===== config.mk =====
export PLATFORM = sky130hd
export DESIGN_NAME = frame_buffer_writer_flat
export DESIGN_NICKNAME = d
export VERILOG_FILES = /design/src/rtl/ov7670_pkg.sv /design/src/rtl/frame_buffer_writer_if.sv /design/src/rtl/sync_edge_detect.sv /design/src/rtl/frame_buffer_writer.sv /design/src/flat_wrapper.sv
export SDC_FILE = /design/constraint.sdc
export NUM_CORES = 1
export LEC_CHECK = 0
export ABC_AREA = 1
export CAP_MARGIN = 5
export CORE_MARGIN = 1
export CORE_UTILIZATION = 35
export DETAILED_ROUTE_END_ITERATION = 10
export PLACE_DENSITY_LB_ADDON = 0.15
export SLEW_MARGIN = 20
export SYNTH_ARGS = -nofsm -noshare
export SYNTH_HDL_FRONTEND = slang
export SYNTH_SLANG_ARGS = --single-unit

===== constraint.sdc =====
create_clock -name PCLK -period 1.7 [get_ports PCLK]
set_input_delay 0.17 -clock PCLK [delete_from_list [all_inputs] [get_ports PCLK]]
set_output_delay 0.17 -clock PCLK [all_outputs]
set_load 0.05 [all_outputs]

===== src/rtl/ov7670_pkg.sv =====
// Shared types and camera geometry for the OV7670 capture path.
package ov7670_pkg;

  localparam int OV_H_ACTIVE = 640;
  localparam int OV_V_ACTIVE = 480;

  typedef struct packed {
    logic [3:0] r;
    logic [3:0] g;
    logic [3:0] b;
  } rgb444_t;

  typedef enum logic [1:0] {
    S_SYNC,
    S_WAIT,
    S_ACTIVE
  } capture_state_t;

endpackage


===== src/rtl/frame_buffer_writer_if.sv =====
// Frame-buffer BRAM write port: the writer drives, the BRAM side listens.
interface frame_buffer_writer_if #(
  parameter int ADDR_W = 19
);
  logic [ADDR_W-1:0] o_ADDR;
  logic [11:0]       o_DATA;
  logic              o_WE;

  modport master (output o_ADDR, output o_DATA, output o_WE);
  modport slave  (input  o_ADDR, input  o_DATA, input  o_WE);
endinterface


===== src/rtl/sync_edge_detect.sv =====
// One-flop delay of a camera sync line with rise/fall strobes against the delayed copy.
module sync_edge_detect (
  input  logic clk_i,
  input  logic rst_ni,
  input  logic d_i,
  output logic rise_o,
  output logic fall_o
);
  logic d_q;

  always_ff @(posedge clk_i) begin
    if (!rst_ni) d_q <= 1'b0;
    else         d_q <= d_i;
  end

  assign rise_o = d_i & ~d_q;
  assign fall_o = ~d_i & d_q;
endmodule


===== src/rtl/frame_buffer_writer.sv =====
// Frames camera pixels on VSYNC/HREF, optionally decimates 2:1, and writes them to a frame-buffer BRAM.
module frame_buffer_writer
  import ov7670_pkg::*;
#(
  parameter int H_ACTIVE = OV_H_ACTIVE,
  parameter int V_ACTIVE = OV_V_ACTIVE,
  parameter int DECIM    = 1,
  parameter int ADDR_W   = 19
) (
  input  logic                  PCLK,
  input  logic                  RST_N,
  input  logic                  VSYNC,
  input  logic                  HREF,
  input  logic [11:0]           i_PIXEL,
  input  logic                  i_VALID,
  input  logic                  i_CAPTURE_EN,
  frame_buffer_writer_if.master wr,
  output logic                  o_FRAME_DONE,
  output logic                  o_FRAME_OK,
  output logic                  o_BUSY
);
  localparam int XW        = $clog2(H_ACTIVE + 1);
  localparam int YW        = $clog2(V_ACTIVE + 1);
  localparam int XSH       = (DECIM == 2) ? 1 : 0;
  localparam int LINE_STEP = H_ACTIVE / DECIM;

  if (DECIM != 1 && DECIM != 2) begin : g_bad_decim
    $error("frame_buffer_writer: DECIM must be 1 or 2");
  end
  if ((64'd1 << ADDR_W) < 64'((H_ACTIVE / DECIM) * (V_ACTIVE / DECIM))) begin : g_bad_addr_w
    $error("frame_buffer_writer: ADDR_W too small for the decimated frame");
  end

  logic vs_rise, vs_fall, hr_fall, hr_rise_unused;

  sync_edge_detect u_vs_edge (
    .clk_i (PCLK),
    .rst_ni(RST_N),
    .d_i   (VSYNC),
    .rise_o(vs_rise),
    .fall_o(vs_fall)
  );

  sync_edge_detect u_hr_edge (
    .clk_i (PCLK),
    .rst_ni(RST_N),
    .d_i   (HREF),
    .rise_o(hr_rise_unused),
    .fall_o(hr_fall)
  );

  capture_state_t    state_q, state_d;
  logic [XW-1:0]     x_q, x_d;
  logic [YW-1:0]     y_q, y_d;
  logic [ADDR_W-1:0] base_q, base_d;
  logic              err_short_q, err_short_d;
  logic              err_long_q, err_long_d;
  logic [ADDR_W-1:0] addr_q, addr_d;
  rgb444_t           data_q, data_d;
  logic              we_q, we_d;
  logic              done_q, done_d;
  logic              ok_q, ok_d;

  logic pix_keep, line_keep;

  // Decimation keeps only even columns of even rows.
  assign pix_keep  = (x_q < XW'(H_ACTIVE)) && (y_q < YW'(V_ACTIVE)) &&
                     ((DECIM == 1) || (!x_q[0] && !y_q[0]));
  assign line_keep = (y_q < YW'(V_ACTIVE)) && ((DECIM == 1) || !y_q[0]);

  always_comb begin
    state_d     = state_q;
    x_d         = x_q;
    y_d         = y_q;
    base_d      = base_q;
    err_short_d = err_short_q;
    err_long_d  = err_long_q;
    addr_d      = addr_q;
    data_d      = data_q;
    we_d        = 1'b0;
    done_d      = 1'b0;
    ok_d        = ok_q;
    unique case (state_q)
      S_SYNC: if (VSYNC) state_d = S_WAIT;
      S_WAIT: begin
        if (vs_fall && i_CAPTURE_EN) begin
          state_d     = S_ACTIVE;
          x_d         = '0;
          y_d         = '0;
          base_d      = '0;
          err_short_d = 1'b0;
          err_long_d  = 1'b0;
        end
      end
      S_ACTIVE: begin
        // Pixel first with the old x/line_base, then line end, then frame close.
        if (i_VALID) begin
          if (pix_keep) begin
            we_d   = 1'b1;
            addr_d = base_q + ADDR_W'(x_q >> XSH);
            data_d = rgb444_t'(i_PIXEL);
          end
          if (x_q >= XW'(H_ACTIVE)) err_long_d = 1'b1;
          else                      x_d = x_q + 1'b1;
        end
        if (hr_fall) begin
          if (x_d != XW'(H_ACTIVE)) err_short_d = 1'b1;
          if (line_keep) base_d = base_q + ADDR_W'(LINE_STEP);
          if (y_q >= YW'(V_ACTIVE)) err_long_d = 1'b1;
          else                      y_d = y_q + 1'b1;
          x_d = '0;
        end
        if (vs_rise) begin
          state_d = S_WAIT;
          done_d  = 1'b1;
          ok_d    = (y_d == YW'(V_ACTIVE)) && !err_short_d && !err_long_d;
        end
      end
      default: state_d = S_SYNC;
    endcase
  end

  always_ff @(posedge PCLK) begin
    if (!RST_N) begin
      state_q     <= S_SYNC;
      x_q         <= '0;
      y_q         <= '0;
      base_q      <= '0;
      err_short_q <= 1'b0;
      err_long_q  <= 1'b0;
      addr_q      <= '0;
      data_q      <= '0;
      we_q        <= 1'b0;
      done_q      <= 1'b0;
      ok_q        <= 1'b0;
    end else begin
      state_q     <= state_d;
      x_q         <= x_d;
      y_q         <= y_d;
      base_q      <= base_d;
      err_short_q <= err_short_d;
      err_long_q  <= err_long_d;
      addr_q      <= addr_d;
      data_q      <= data_d;
      we_q        <= we_d;
      done_q      <= done_d;
      ok_q        <= ok_d;
    end
  end

  assign wr.o_ADDR    = addr_q;
  assign wr.o_DATA    = data_q;
  assign wr.o_WE      = we_q;
  assign o_FRAME_DONE = done_q;
  assign o_FRAME_OK   = ok_q;
  assign o_BUSY       = (state_q == S_ACTIVE);
endmodule


===== src/flat_wrapper.sv =====
// flat-port wrapper written by rule: the top's interface ports become plain ports
module frame_buffer_writer_flat import ov7670_pkg::*;
#(
  parameter int H_ACTIVE = OV_H_ACTIVE,
  parameter int V_ACTIVE = OV_V_ACTIVE,
  parameter int DECIM    = 1,
  parameter int ADDR_W   = 19
)
  (PCLK, RST_N, VSYNC, HREF, i_PIXEL, i_VALID, i_CAPTURE_EN, o_FRAME_DONE, o_FRAME_OK, o_BUSY, wr_o_ADDR, wr_o_DATA, wr_o_WE);
  frame_buffer_writer_if #(.ADDR_W(ADDR_W)) wr_i ();
  input  logic PCLK;
  input  logic RST_N;
  input  logic VSYNC;
  input  logic HREF;
  input  logic [11:0] i_PIXEL;
  input  logic i_VALID;
  input  logic i_CAPTURE_EN;
  output logic o_FRAME_DONE;
  output logic o_FRAME_OK;
  output logic o_BUSY;
  output wire logic [$bits(wr_i.o_ADDR)-1:0] wr_o_ADDR;
  output wire logic [$bits(wr_i.o_DATA)-1:0] wr_o_DATA;
  output wire logic [$bits(wr_i.o_WE)-1:0] wr_o_WE;
  assign wr_o_ADDR = wr_i.o_ADDR;
  assign wr_o_DATA = wr_i.o_DATA;
  assign wr_o_WE = wr_i.o_WE;
  frame_buffer_writer #(.H_ACTIVE(H_ACTIVE), .V_ACTIVE(V_ACTIVE), .DECIM(DECIM), .ADDR_W(ADDR_W)) u_core (.PCLK(PCLK), .RST_N(RST_N), .VSYNC(VSYNC), .HREF(HREF), .i_PIXEL(i_PIXEL), .i_VALID(i_VALID), .i_CAPTURE_EN(i_CAPTURE_EN), .wr(wr_i), .o_FRAME_DONE(o_FRAME_DONE), .o_FRAME_OK(o_FRAME_OK), .o_BUSY(o_BUSY));
endmodule

## Yosys cells after proc, flatten, opt, wreduce, memory -nomap -nowiden

Cells that the tools add are included.

| storage, ports and cells | value |
|---|---|
| memories kept | 0 |
| input port bits | 18 |
| memory bits (read-only) | 0 |
| bits in registers | 78 |
| latch bits | 0 |
| bits in writable memories | 0 |

| cells by class | value |
|---|---|
| muxes and demuxes | 32 |
| bitwise gates (word level) | 6 |
| reduce and logical (&&, ||, !) cells | 15 |
| order comparisons | 4 |
| eq/ne operators | 9 |
| divide/modulo/power cells | 0 |
| multipliers | 0 |
| add/sub/neg operators | 4 |
| shift operators | 0 |

Operators with widths:

| cell | count |
|---|---|
| 2-to-1 mux 19 bit | 3 |
| 2-to-1 mux 10 bit | 5 |
| one-hot mux 19 bit (2 select lines) | 1 |
| 2-to-1 mux 9 bit | 4 |
| one-hot mux 10 bit (2 select lines) | 1 |
| adder 19 x 10 -> 19 bit | 1 |
| adder 19 x 10 -> 19 bit, second input constant | 1 |
| one-hot mux 9 bit (2 select lines) | 1 |
| 2-to-1 mux 1 bit | 11 |
| adder 10 x 1 -> 10 bit, second input constant | 1 |
| greater-or-equal comparator 10 bit, second input constant | 1 |
| less-than comparator 10 bit, second input constant | 1 |
| inequality test 10 bit, second input constant | 1 |
| adder 9 x 1 -> 9 bit, second input constant | 1 |
| equality test 9 bit, second input constant | 1 |
| greater-or-equal comparator 9 bit, second input constant | 1 |
| less-than comparator 9 bit, second input constant | 1 |
| AND reduction 3 bit | 3 |
| inequality test 2 x 1 -> 1 bit, second input constant | 4 |
| 2-to-1 mux 2 bit | 3 |
| one-hot mux 2 bit (3 select lines) | 1 |
| AND reduction 2 bit | 3 |
| logical AND 1 bit | 4 |
| one-hot mux 1 bit (2 select lines) | 2 |
| 9 further kinds | 14 |

## Logic depth before layout (Yosys ltp)

Gate-level depths: netlist (run 1).

| logic depth | value |
|---|---|
| depth after elaboration | 11 |
| gate-level depth with buffers | 13 |
| depth with buffers taken out | 13 |

## By module

From an unflattened synthesis (run 1), not the netlist that was laid out.

| second synthesis, totals | value |
|---|---|
| cells, all modules | 507 |
| area, all modules | 3,520.9 µm² |

Modules (own cells, without submodules):

| module | cells each | times used | sequential area each (µm²) | area each (µm²) |
|---|---|---|---|---|
| frame_buffer_writer | 493 | 1 | 1,381.3 | 3,430.8 |
| sync_edge_detect | 7 | 2 | 20.0 | 45.0 |

## Worst setup path before layout (run 1)

Ideal clock, no wire load.

| timing | value |
|---|---|
| path kind | register to register |
| start | reg u_core.x_q[7] |
| end | reg u_core.addr_q[15], in the netlist u_core.wr.o_ADDR[15] |
| cell stages (with the launch flop) | 11 |
| data required time | 1,641 ps |
| path buffers | 0 |
| setup time | 59 ps |
| arrival time | 1,718 ps |
| period minus slack after synthesis | 1,777 ps |
| setup slack | -77 ps |
| cells stage by stage | dfxtp_1 -> ha_1 -> a21o_1 -> nand2_1 -> a21oi_1 -> nand2_1 -> nor2_1 -> a21oi_1 -> o21ai_0 -> o211ai_1 -> inv_1 |

| between the ends | value |
|---|---|
| word-level cells in the longest chain between the ends | 3 |
| elaborated cells on any way between the ends | 4 |

Ends and longest elaborated chain:

| element | RTL line | RTL |
|---|---|---|
| start, declared | frame_buffer_writer.sv:53 | `logic [XW-1:0] x_q, x_d;` |
| start signal, assigned | frame_buffer_writer.sv:126 | `x_q <= '0;` |
| start signal, assigned | frame_buffer_writer.sv:138 | `x_q <= x_d;` |
| less-than comparator 10 bit | frame_buffer_writer.sv:67 | `assign pix_keep = (x_q < XW'(H_ACTIVE)) && (y_q < YW'(V_ACTIVE)) &&` |
| logical AND 1 bit | frame_buffer_writer.sv:67 |  |
| AND reduction 3 bit (no source line) | n/a |  |
| end signal, assigned | frame_buffer_writer.sv:143 | `addr_q <= addr_d;` |
| end, declared | frame_buffer_writer.sv:58 | `logic [ADDR_W-1:0] addr_q, addr_d;` |

Several ways; a longest one is shown, not always the timed one.
A chain may end at the register's enable or synchronous reset.

## Final worst setup path (run 1)

| timing | value |
|---|---|
| start | reg u_core.x_q[8] |
| end | reg u_core.ok_q, in the netlist u_core.o_FRAME_OK |

| between the ends | value |
|---|---|
| word-level cells in the longest chain between the ends | 11 |
| elaborated cells on any way between the ends | 18 |

Ends and longest elaborated chain:

| element | RTL line | RTL |
|---|---|---|
| adder 10 x 1 -> 10 bit / greater-or-equal comparator 10 bit (equally long branches) | frame_buffer_writer.sv:104, frame_buffer_writer.sv:103 |  |
| 2-to-1 mux 10 bit | frame_buffer_writer.sv:103 | `if (x_q >= XW'(H_ACTIVE)) err_long_d = 1'b1;` |
| 2-to-1 mux 10 bit | frame_buffer_writer.sv:97 | `if (i_VALID) begin` |
| 2-to-1 mux 10 bit | frame_buffer_writer.sv:83 | `unique case (state_q)` |
| inequality test 10 bit | frame_buffer_writer.sv:107 | `if (x_d != XW'(H_ACTIVE)) err_short_d = 1'b1;` |
| 2-to-1 mux 1 bit | frame_buffer_writer.sv:107 |  |
| 2-to-1 mux 1 bit | frame_buffer_writer.sv:106 | `if (hr_fall) begin` |
| 2-to-1 mux 1 bit | frame_buffer_writer.sv:83 |  |
| zero test 1 bit | frame_buffer_writer.sv:116 | `ok_d = (y_d == YW'(V_ACTIVE)) && !err_short_d && !err_long_d;` |
| logical AND 1 bit | frame_buffer_writer.sv:116 |  |
| logical AND 1 bit * | frame_buffer_writer.sv:116 |  |
| end signal, assigned | frame_buffer_writer.sv:147 | `ok_q <= ok_d;` |
| end, declared | frame_buffer_writer.sv:62 | `logic ok_q, ok_d;` |

Every way passes the cells marked *; elsewhere a longest branch is shown, timed or not. The select of a mux whose other input is x is not followed.

==> flow_summary.json, run 1 <==
{
  "initial_core_util_pct": 36.3,
  "postLayoutCellArea_um2": 5400,
  "synth_top_flop_cell": "dfxtp_1",
  "violations": "setup timing",
  "overflow": 0,
  "gp_congestion": 0.875,
  "yosysWarnings": 0,
  "die_h_um": 103,
  "clockRootBuffer": "clkbuf_8",
  "dp_hpwl_um": 6900,
  "netlist.top_cell.by_area": "dfxtp_1",
  "dieArea_um2": 10500,
  "synth_cell_types": 38,
  "routed_wl_um": 10300,
  "sw_frac_of_total_pct": 21.4,
  "synth-edff-count": 0,
  "post-route-drc-count": 0,
  "track_usage_pct": 19.7,
  "cts_buffers": 9,
  "hold_path_class": "input pin to flop",
  "pin_count": 53,
  "worst_pin_slew_ns": 0.529,
  "cts_sinks": 71,
  "synth.area.top_cells": "dfxtp_1 (40%), nand2_1 (12%), nor2_1 (7.2%), a21oi_1 (6.8%), o21ai_0 (5.8%)",
  "netlist_area_um2": 3550,
  "cts_tree": "done",
  "nNetsFinal": 671,
  "via_per_inst": 4.79,
  "die_w_um": 103,
  "outcome": "complete, but fails checks",
  "final.setup_skew_ns": 0.0129,
  "grt_pass1_wl_um": 16300,
  "async_flop_share_pct": 0,
  "setup_viol": 2,
  "holdBufCountCts": 0,
  "core_area_um2": 9770,
  "area_growth_pct": 52.3,
  "cp-end-kind": "flop",
  "max-clock-path-buffers": 2,
  "crit_type": "flop to flop",
  "clk_pin_slew_ns": 0.07,
  "crit_fanout": 5,
  "finalCritPeriodShare_pct": 102,
  "synth_common_cells": "nand2_1 (112), dfxtp_1 (71), nor2_1 (68)",
  "portBuffers": 52,
  "cellLeakagePower_nw": 2.61,
  "power_frac_clock_pct": 49.4,
  "seqPwrFrac_pct": 45.8,
  "p_sw_w": 0.000781,
  "grt_pass1_vias": 3525,
  "wl_per_cell_um": 13.2,
  "tns_ns": -0.0566,
  "drtAntennaViolNets": 0,
  "first_pass_iters": 5,
  "p_int_w": 0.00287,
  "p_per_area_nw_per_um2": 676,
  "worstPathArrival_ns": 2.02,
  "syn_area_per_cell_um2": 6.93,
  "syn_inst": 512,
  "drive_above_1_share_pct": 28.3,
  "grt_max_degree": 32,
  "combPwrFrac_pct": 4.7,
  "place_area_um2": 4700,
  "netlist.area_leader.share_pct": 40.1,
  "insertion_delay_ns": 0.36,
  "worstPathRequired_ns": 1.99,
  "critPathLaunchType": "flop",
  "yosysSeqAreaShare_pct": 40.1,
  "diodes": 0,
  "drtIter0Drc": 175,
  "rows": 36,
  "htreeDepth": 3,
  "ir_drop_v": 0.000401,
  "drv_slew": 0,
  "holdWs_ns": 0.378,
  "fin_ws_ns": -0.0298,
  "syn_nets": 538,
  "timing.fmax_ghz": 0.578,
  "via_count": 3749,
  "relSlewSlack_pct": 64.7,
  "yosysMostFrequentCell": "nand2_1",
  "hold_viol": 0,
  "ys_ff_latch": 71,
  "drv_cap": 0,
  "period_needed_ns": 1.73,
  "antenna_found_initial": 0,
  "rsz0062_at_grt": "yes"
}
stage by stage:
step	std cells	setup WS, ns	util [%]	power, W
CTS	771	-0.0457	51.3	0.00366
global placement	750	-0.238	48.1	0.00187
detailed placement	750	-0.275	48.1	0.00187
global route	783	-0.138	55.3	0.00374
finish	783	-0.0298	55.3	0.00365
floorplan	512	0.0116	-	0.00179
sequential cells by signal (all words and copies together), names as in the netlist:
signal / count
u_core.state_q: 2
u_core.wr.o_WE: 1
u_core.u_vs_edge.d_q: 1
u_core.wr.o_DATA: 12
u_core.base_q: 12
u_core.y_q: 9
u_core.o_FRAME_DONE: 1
u_core.wr.o_ADDR: 19
u_core.o_FRAME_OK: 1
u_core.u_hr_edge.d_q: 1
u_core.err_long_q: 1
u_core.err_short_q: 1
u_core.x_q: 10
cells in the final DEF (no fill, tap or decap), drive strengths merged:
master and count:
nor4 3, buf 92, clkbuf 12, a21oi 49
o211ai 2, ha 8, nand3b 2, and3 1
o22ai 2, dlymetal6s2s 18, nand2 117, nand3 31
a31oi 2, bufinv 4, clkdlybuf4s50 27, a2bb2oi 2
xnor2 3, o21ai 45, o211a 1, nand4 7
clkinvlp 1, a21o 2, xor2 3, clkinv 2
inv 58, nor2 76, dfxtp 71, nor3 9
worst max-delay path, stage by stage, from the launching register on:
cell	delay (ns)
dfxtp_2	0.33
buf_6	0.11
o21ai_4	0.19
buf_6	0.16
nand3_1	0.07
nand2_1	0.09
nand3_1	0.08
nor2_1	0.13
nand3_1	0.12
a21oi_2	0.16
nand2_1	0.08
a21oi_2	0.13
layer usage:
layer | vias up | global-route usage (%) | wire length (um)
met5 | - | 0 | 0
met4 | 0 | 5.27 | 96
met3 | 8 | 5.83 | 541
met2 | 80 | 31.7 | 4850
met1 | 1731 | 25.6 | 4830
li1 | 1930 | - | -
power groups by stage:
stage / clock network, W / registers (W) / logic, W
after detailed placement: 0 / 0.00171 / 0.000160
final: 0.00180 / 0.00167 / 0.000173
after global routing: 0.00188 / 0.00167 / 0.000187
after global placement: 0 / 0.00171 / 0.000158
after CTS: 0.00182 / 0.00167 / 0.000162
after floorplan: 0 / 0.00172 / 0.0000661
area by class of cell:
| type | count | area (um^2) |
|---|---|---|
| fillers | 939 | 4370 |
| multi-input cells | 365 | 2000 |
| clock inverters | 6 | 133 |
| inverters | 59 | 226 |
| clock buffers | 10 | 128 |
| well taps | 133 | 166 |
| repair buffers | 139 | 1310 |
| flip-flops and latches | 71 | 1440 |
path summary, 6_finish.rpt:
check	from	to	slack [ns]	cells after the start
min	HREF	u_core.u_hr_edge.d_q$_SDFF_PN0_	0.38	3
max	u_core.x_q[8]$_SDFFE_PN0P_	u_core.o_FRAME_OK$_SDFFE_PN0P_	-0.03	11
max reg2reg	u_core.x_q[8]$_SDFFE_PN0P_	u_core.o_FRAME_OK$_SDFFE_PN0P_	-0.03	11
min reg2reg	u_core.y_q[0]$_SDFFE_PN0P_	u_core.y_q[0]$_SDFFE_PN0P_	0.48	2
cell families after synthesis:
group                      count (synthesis)  synth area share, %
xor gates and xnor gates                   6                 1.48
and+or+nand+nor                          246                 30.5
adders and majority gates                  8                 2.82
DFF                                       71                 40.1
AOI/OAI and AO/OA                        105                 16.3
buffers and inverters                     76                 8.75
what timing repair did:
item	CTS	global route
buffers inserted	5	8
cloned	0	4
endpoints found under the setup margin	4	54
pin swaps	6	30
gates resized for setup	11	85
Note: power is estimated with default switching activity, not from simulation.
==> inputs of run 2 (changes only) <==
--- a/config.mk
+++ b/config.mk
@@ -10,6 +10,7 @@
 export CORE_MARGIN = 1
 export CORE_UTILIZATION = 35
 export DETAILED_ROUTE_END_ITERATION = 10
+export MAX_ROUTING_LAYER = met4
 export PLACE_DENSITY_LB_ADDON = 0.15
 export SLEW_MARGIN = 20
 export SYNTH_ARGS = -nofsm -noshare
==> constraint.sdc (replaced) <==
create_clock -name PCLK -period 1.7 [get_ports PCLK]
set_input_delay 0.34 -clock PCLK [delete_from_list [all_inputs] [get_ports PCLK]]
set_output_delay 0.34 -clock PCLK [all_outputs]
set_load 0.05 [all_outputs]
==> run 2 against run 1 <==
The run still ends with setup timing left. Sequential cell count unchanged. Sequential power about the same. Count of clock-buffer cells in the layout unchanged. Largest cell class unchanged. Power down 3.6%. Core utilization up 0.86 points. Combinational power up 5%. Non-clock buffer count up 10. Final area up 1.6%. Global-route usage up 0.25 points.
==> flow_summary.json, run 2 (synthesized netlist as in run 1, its figures left out) <==
{
  "outcome": "complete, but fails checks",
  "violations": "setup timing",
  "layoutNonFillerInstCount": 792,
  "largest_reg_flops": 19,
  "via_per_inst": 4.75,
  "routed_wl_um": 10400,
  "place_area_um2": 4660,
  "drtAntennaViolNets": 0,
  "cellLeakagePower_nw": 2.37,
  "final_cell_mix": "buf_4 (115), nand2_1 (103), dfxtp_1 (60)",
  "fin_ws_ns": -0.0348,
  "cts_tree": "done",
  "cts_buffers": 9,
  "period_needed_ns": 1.73,
  "timing.fmax_ghz": 0.576,
  "htreeDepth": 3,
  "pre_cts_ws_ns": -0.456,
  "rrSetupSlack_ns": -0.03,
  "portBuffers": 52,
  "hold_start": "HREF",
  "drive_above_1_share_pct": 36.1,
  "cts_sinks": 71,
  "placed_cells_incl_taps": 755,
  "wl_per_cell_um": 13.1,
  "holdWs_ns": 0.233,
  "hold_path_class": "input pin to flop",
  "rsz0062_at_grt": "yes",
  "grt_pass1_wl_um": 15800,
  "cp-end-kind": "flop",
  "post-route-drc-count": 0,
  "postLayoutCellArea_um2": 5490,
  "nNetsFinal": 681,
  "layout_commonest_cell": "buf_4",
  "p_per_area_nw_per_um2": 642,
  "diodes": 0,
  "final.setup_skew_ns": 0.0120,
  "dp_hpwl_um": 6870,
  "via_count": 3765,
  "clk_pin_slew_ns": 0.08,
  "rr_worst_depth": 11,
  "track_usage_pct": 19.9,
  "worst_pin_slew_ns": 0.352,
  "grt_pass1_vias": 3441,
  "die_h_um": 103,
  "grt_max_degree": 32,
  "worstPathRequired_ns": 1.99,
  "crit_type": "flop to flop",
  "drv_slew": 0,
  "relSlewSlack_pct": 76.5,
  "insertion_delay_ns": 0.36,
  "max-clock-path-buffers": 2,
  "area_growth_pct": 54.7,
  "drv_cap": 0,
  "first_pass_iters": 4,
  "crit_fanout": 8,
  "r2r_end": "u_core.o_FRAME_OK$_SDFFE_PN0P_",
  "gp_congestion": 0.871,
  "finalCritPeriodShare_pct": 102,
  "worstHoldEndpoint": "u_core.u_hr_edge.d_q$_SDFF_PN0_",
  "die_w_um": 103,
  "holdBufCountCts": 0,
  "pin_count": 53,
  "clockRootBuffer": "clkbuf_8",
  "hold_viol": 0,
  "antenna_found_initial": 0,
  "ir_drop_v": 0.000398,
  "rows": 36,
  "critPathLaunchType": "flop",
  "power_w": 0.00352,
  "setup_viol": 13,
  "core_area_um2": 9770,
  "drtIter0Drc": 130,
  "worstPathArrival_ns": 2.02,
  "initial_core_util_pct": 36.3,
  "timing.rr.start": "u_core.x_q[8]$_SDFFE_PN0P_",
  "dieArea_um2": 10500,
  "overflow": 0,
  "fillers": 897,
  "hold_depth": 3
}
## run 2: worst max-delay path by stage
stage / cells after the start / end / slack, ns / from
6_report: 11 / u_core.o_FRAME_OK$_SDFFE_PN0P_ / -0.03 / u_core.x_q[8]$_SDFFE_PN0P_
5_1_grt: 10 / u_core.o_FRAME_OK$_SDFFE_PN0P_ / -0.19 / u_core.x_q[3]$_SDFFE_PN0P_
4_1_cts: 13 / u_core.o_FRAME_OK$_SDFFE_PN0P_ / -0.03 / u_core.x_q[8]$_SDFFE_PN0P_
3_5_place_dp: 11 / u_core.o_FRAME_OK$_SDFFE_PN0P_ / -0.46 / i_VALID
3_3_place_gp: 9 / u_core.wr.o_ADDR[18]$_SDFFE_PN0P_ / -0.43 / i_VALID
2_1_floorplan: 10 / u_core.wr.o_ADDR[15]$_SDFFE_PN0P_ / 0.01 / u_core.x_q[8]$_SDFFE_PN0P_
## run 2: worst max-delay path: stages (launching register included)
cell and delay [ns]:
dfxtp_2 0.34, buf_6 0.12, o21ai_4 0.21, buf_6 0.19, nand3_4 0.09, nand2_2 0.08
nand3_2 0.08, nor2_2 0.12, nand3_2 0.09, a21oi_2 0.16, nand2_1 0.06, a21oi_1 0.13
## run 2: routing by layer
metal | GRT usage, % | share of wire, % | vias to the layer above
li1 | - | - | 1953
met1 | 26.0 | 48 | 1733
met2 | 30.3 | 47 | 70
met3 | 3.59 | 3.7 | 9
met4 | 8.24 | 1.4 | 0
met5 | - | 0 | -
## run 2: where the power goes
group	internal, W	leakage [nW]	switching (W)
combinational	0.0000850	1.68	0.0000972
clock	0.000973	0.113	0.000690
sequential	0.00167	0.578	0.00000692
## run 2: final cells by class
cell class              instances  area, um^2  share of cell area [%]
clock buffers                  10         128                    2.33
clock inverters                 5         106                    1.94
inverters                      59         239                    4.36
multi-input cells             365        2070                    37.7
flip-flops and latches         71        1440                    26.2
well taps                     133         166                    3.03
repair buffers                149        1340                    24.4
## run 2: timing repair
item | 4_1_cts | 5_1_grt
pin swaps | 7 | 40
buffers inserted | 4 | 12
gates cloned | 0 | 6
setup endpoints to repair | 16 | 40
resized for setup | 9 | 110
## run 2: metrics by stage
step           setup TNS [ns]  utilization [%]
6_report               -0.192             56.1
5_1_grt                 -2.29             56.1
4_1_cts               -0.0340             50.6
3_5_place_dp           -17.22             47.7
3_3_place_gp           -16.77             47.7
2_1_floorplan               0                -
